`config.mk`:
```
export PLATFORM = sky130hd
export DESIGN_NAME = riscv_int_controller_mc
export DESIGN_NICKNAME = d
export VERILOG_FILES = /design/src/rtl/riscv_int_pkg.sv /design/src/rtl/riscv_int_prio_enc.sv /design/src/rtl/riscv_int_controller_mc.sv
export SDC_FILE = /design/constraint.sdc
export NUM_CORES = 1
export LEC_CHECK = 0
export CELL_PAD_IN_SITES_DETAIL_PLACEMENT = 1
export CELL_PAD_IN_SITES_GLOBAL_PLACEMENT = 1
export CORE_MARGIN = 8
export CORE_UTILIZATION = 30
export DETAILED_ROUTE_END_ITERATION = 8
export GPL_ROUTABILITY_DRIVEN = 0
export GPL_TIMING_DRIVEN = 0
export PLACE_DENSITY_LB_ADDON = 0.05
export SYNTH_ARGS = -nofsm -noshare
export SYNTH_HDL_FRONTEND = slang
export SYNTH_SLANG_ARGS = --single-unit
```
`constraint.sdc`:
```
create_clock -name clk -period 3.2 [get_ports clk]
set_input_delay 0.64 -clock clk [delete_from_list [all_inputs] [get_ports clk]]
set_output_delay 0.64 -clock clk [all_outputs]
set_load 0.02 [all_outputs]
```
`src/rtl/riscv_int_pkg.sv`:
```
// Shared types and constants for the multi-source interrupt controller.
package riscv_int_pkg;

  typedef enum logic [1:0] {
    IDLE        = 2'd0,
    IRQ_PENDING = 2'd1,
    IRQ_DONE    = 2'd2
  } int_state_e;

  localparam logic [1:0] PRIV_M = 2'b11;
  localparam logic [1:0] PRIV_U = 2'b00;

endpackage

```
`src/rtl/riscv_int_prio_enc.sv`:
```
// Fixed-priority encoder: lowest set bit of the eligible vector wins.
module riscv_int_prio_enc #(
  parameter int NUM_IRQ = 32,
  parameter int ID_W    = $clog2(NUM_IRQ)
) (
  input  logic [NUM_IRQ-1:0] elig,
  output logic               valid,
  output logic [ID_W-1:0]    id
);

  always_comb begin
    valid = |elig;
    id    = '0;
    // Scan downwards so the lowest index is the last (winning) assignment.
    for (int i = NUM_IRQ - 1; i >= 0; i--) begin
      if (elig[i]) id = ID_W'(i);
    end
  end

endmodule

```
`src/rtl/riscv_int_controller_mc.sv`:
```
// Multi-line interrupt controller: latches edges, arbitrates by fixed priority
// and holds one (id, secure) request through the controller ack/kill handshake.
module riscv_int_controller_mc
  import riscv_int_pkg::*;
#(
  parameter int                  NUM_IRQ   = 32,
  parameter int                  ID_W      = $clog2(NUM_IRQ),
  parameter logic [NUM_IRQ-1:0]  EDGE_MASK = {NUM_IRQ{1'b0}}
) (
  input  logic               clk,
  input  logic               rst_n,
  input  logic [NUM_IRQ-1:0] irq_i,
  input  logic [NUM_IRQ-1:0] irq_sec_i,
  input  logic [NUM_IRQ-1:0] irq_en_i,
  input  logic               m_irq_enable_i,
  input  logic               u_irq_enable_i,
  input  logic [1:0]         current_priv_lvl_i,
  output logic               irq_req_ctrl_o,
  output logic               irq_sec_ctrl_o,
  output logic [ID_W-1:0]    irq_id_ctrl_o,
  input  logic               ctrl_ack_i,
  input  logic               ctrl_kill_i,
  output logic [NUM_IRQ-1:0] irq_pending_o,
  output logic               irq_ack_o,
  output logic [ID_W-1:0]    irq_ack_id_o
);

  int_state_e         state_q;
  logic [NUM_IRQ-1:0] prev_q, pend_q;
  logic [NUM_IRQ-1:0] pending, gate, elig, clr;
  logic [ID_W-1:0]    id_q, win_id;
  logic               sec_q, req_q, win_vld, ack;

  assign ack = (state_q == IRQ_PENDING) && ctrl_ack_i;

  for (genvar i = 0; i < NUM_IRQ; i++) begin : g_line
    assign clr[i] = ack && (id_q == ID_W'(i));
  end

  // Set term is OR'd after the clear so a same-cycle re-trigger survives the ack.
  always_ff @(posedge clk or negedge rst_n) begin
    if (!rst_n) begin
      prev_q <= '0;
      pend_q <= '0;
    end else begin
      prev_q <= irq_i;
      pend_q <= (irq_i & ~prev_q & EDGE_MASK) | (pend_q & ~clr);
    end
  end

  assign pending = (irq_i & ~EDGE_MASK) | pend_q;
  assign gate    = (current_priv_lvl_i == PRIV_M) ? {NUM_IRQ{m_irq_enable_i}}
                                                  : (irq_sec_i | {NUM_IRQ{u_irq_enable_i}});
  assign elig    = pending & irq_en_i & gate;

  riscv_int_prio_enc #(
    .NUM_IRQ (NUM_IRQ),
    .ID_W    (ID_W)
  ) u_prio_enc (
    .elig  (elig),
    .valid (win_vld),
    .id    (win_id)
  );

  always_ff @(posedge clk or negedge rst_n) begin
    if (!rst_n) begin
      state_q <= IDLE;
      id_q    <= '0;
      sec_q   <= 1'b0;
      req_q   <= 1'b0;
    end else begin
      case (state_q)
        IDLE: if (win_vld) begin
          state_q <= IRQ_PENDING;
          id_q    <= win_id;
          sec_q   <= irq_sec_i[win_id];
          req_q   <= 1'b1;
        end
        IRQ_PENDING: if (ctrl_ack_i) begin
          state_q <= IRQ_DONE;
          sec_q   <= 1'b0;
          req_q   <= 1'b0;
        end else if (ctrl_kill_i) begin
          state_q <= IDLE;
          req_q   <= 1'b0;
        end
        IRQ_DONE: state_q <= IDLE;
        default: begin
          state_q <= IDLE;
          req_q   <= 1'b0;
        end
      endcase
    end
  end

  assign irq_req_ctrl_o = req_q;
  assign irq_sec_ctrl_o = sec_q;
  assign irq_id_ctrl_o  = id_q;
  assign irq_pending_o  = pending;
  assign irq_ack_o      = ack;
  assign irq_ack_id_o   = ack ? id_q : '0;

endmodule
```
==> out/results.txt <==
# hold bufs at CTS -> 0
clk slew on worst S/H paths -> 0.10 ns
drt drc -> 0
Worst setup SP type -> input port
Clock Tree Buf Depth -> 2
routed wire length -> 14900 µm
commonest non-fill, non-tap cell in the layout -> clkdlybuf4s50_1
post-synthesis net count -> 445
worst path required time -> 3.41 ns
Area contributors post-synth -> dfrtp_1, o21a_1, or2_2
Vias -> 3598
min Tclk post-route -> 3.13 ns
Final nets -> 631
PD cells -> 430 nW/µm²
asr flop ratio synth -> 1.00
DIE HEIGHT -> 118 µm
dominant cell type by area after synthesis -> dfrtp_1
DR pass1 iterations -> 4
VDD IR max -> 211 µV
FILL cells -> 1186
status -> finished clean
endpoints failing hold -> 0
cts bufs inserted -> 5
Seq/Total Area, Yosys -> 0.332
PortBufs -> 148
WP data arrival -> 3.34 ns
Post-synth EDFFs -> 0
die area -> 13800 µm²
CTS Sinks -> 41
CORE AREA -> 10200 µm²
clock root buffer -> clkbuf_8
first-pass GRT wire length -> 22800 µm
Syn Inst Count -> 341
yosys warns -> 0
pre-CTS WS -> -0.863 ns
placed inst area -> 4760 µm²
CTS H-tree lvls -> 2
synthesized flop and latch total -> 41
Avg Vias per Cell -> 5.42
fin. max-slew vios -> 0
critical path capture point type -> flop
worst setup margin -> 0.0676 ns
Final period util -> 0.979
Die Width -> 118 µm
static leakage -> 2.34 nW
most frequent cells in the layout -> clkdlybuf4s50_1, dfrtp_1, or2_2
max-cap violations -> 0
final setup fails -> 0
antenna violations before repair -> 0
n_diodes -> 0
largest net degree at the start of global routing -> 40
num ports -> 149
grt ovf -> 0
Routed Antenna Nets -> 0
slew margin rel. -> 0.619
Placed Instances -> 626
hold crit path type -> in -> async
layout cells sized above 1 -> 0.231
routed len/inst -> 22.5 µm
Yosys cell types -> 53
CTS tree -> built
Layout Cells excl Fill -> 664
Peak Freq -> 0.319 GHz
Final Core Density -> 0.529
worst clock skew -> 0.0101 ns
RSZ-0062 raised after global routing -> yes
Synth top area share -> 0.332
initial core utilization -> 0.304
Syn Std Cell Area -> 3090 µm²
Min Hold Slack -> 0.120 ns
Mean Syn Cell Area -> 9.07 µm²
hpwl dp -> 11500 µm
vias in the first global route -> 3985
Worst Path Class, Setup -> in -> reg
drt initial violations -> 181
clock latency on the worst-skew pair -> 0.31 ns
P&R area growth vs syn -> 74.0%
row cnt -> 37
prevailing post-synth register cell -> dfrtp_1
GR Util All Layers -> 0.208
Final Cell Area -> 5380 µm²
Max FO, Critical Path -> 8
Least-Margin Pin Slew -> 0.571 ns
area by class of cell:
type / instances / area, µm² / area share
multi-input combinational: 282 / 2150 / 0.400
timing repair buffer: 179 / 1810 / 0.336
sequential: 41 / 1030 / 0.191
tap: 136 / 170 / 0.0316
buffer: 11 / 109 / 0.0202
clock buffer: 5 / 68.8 / 0.0128
inverter: 7 / 26.3 / 0.00488
clock inverter: 3 / 25.0 / 0.00465
layer usage:
layer  wire, µm  GRT usage  vias up
met2       6930      0.334      139
met1       6470      0.254     1771
met4        520     0.0849        0
met3       1010     0.0619       27
li1           -          -     1661
met5          0          0        -
where the power goes:
group | switching [W] | internal, W | total [W]
registers | 0.0000889 | 0.000572 | 0.000661
clock network | 0.000223 | 0.000158 | 0.000381
logic | 0.000655 | 0.000617 | 0.00127
Yosys cell counts, drive strengths merged (5+ instances only):
| master | n |
|---|---|
| o21a | 28 |
| a21oi | 12 |
| mux2i | 17 |
| mux2 | 5 |
| a21boi | 18 |
| buf | 8 |
| o21ai | 23 |
| o211a | 7 |
| inv | 7 |
| or2 | 32 |
| dfrtp | 41 |
| nor2 | 17 |
| nor3 | 7 |
| o211ai | 20 |
| nor2b | 6 |
| nand2 | 26 |
| and2 | 6 |
| nand2b | 5 |
through the flow:
stage	TNS, ns	power (W)
floorplan	0	0.00122
global placement	-3.65	0.00172
detailed placement	-3.79	0.00175
CTS	0	0.00223
global route	-0.0439	0.00244
finish	0	0.00231
worst paths after layout:
kind                                          to  slack, ns       start  cells past startpoint
worst max-delay path              irq_sec_ctrl_o       0.07   irq_i[29]                     12
worst min-delay path                   pend_q[3]       0.12       rst_n                      1
worst max register to register    irq_sec_ctrl_o       0.29  pend_q[27]                     13
worst min register to register         pend_q[9]       0.50   pend_q[9]                      1
max in group asynchronous       irq_id_ctrl_o[4]       2.65       rst_n                      2
min in group clk                       pend_q[9]       0.50   pend_q[9]                      1
sequential cells by signal, summed over array words and instances (netlist names):
signal,flops
pend_q,32
irq_id_ctrl_o,5
state_q,2
irq_req_ctrl_o,1
irq_sec_ctrl_o,1
kinds of logic after synthesis:
family                 count (synthesis)  share of synthesized area
DFF                                   41                      0.332
muxes                                 22                     0.0732
and+or+nand+nor                      115                      0.196
AOI/OAI and AO/OA                    145                      0.364
buffers and inverters                 18                     0.0360
critical path, cell delays in order:
cell and delay, ns:
clkdlybuf4s50_1 0.41, o21a_1 0.24, o21ai_0 0.11, o21ai_0 0.17
o31ai_2 0.30, o311ai_1 0.15, and3_1 0.23, o311a_2 0.47
nor2b_1 0.16, a22oi_1 0.14, nand4_1 0.12, and3_1 0.19
timing repair:
item / in CTS / in global routing
hold endpoints to repair: 0 / 0
gates resized for setup: 37 / 39
gates cloned: 2 / 1
setup endpoints to repair: 7 / 5
pin swaps: 20 / 31
buffers inserted: 14 / 15
Power figures use the tool's default switching activity.
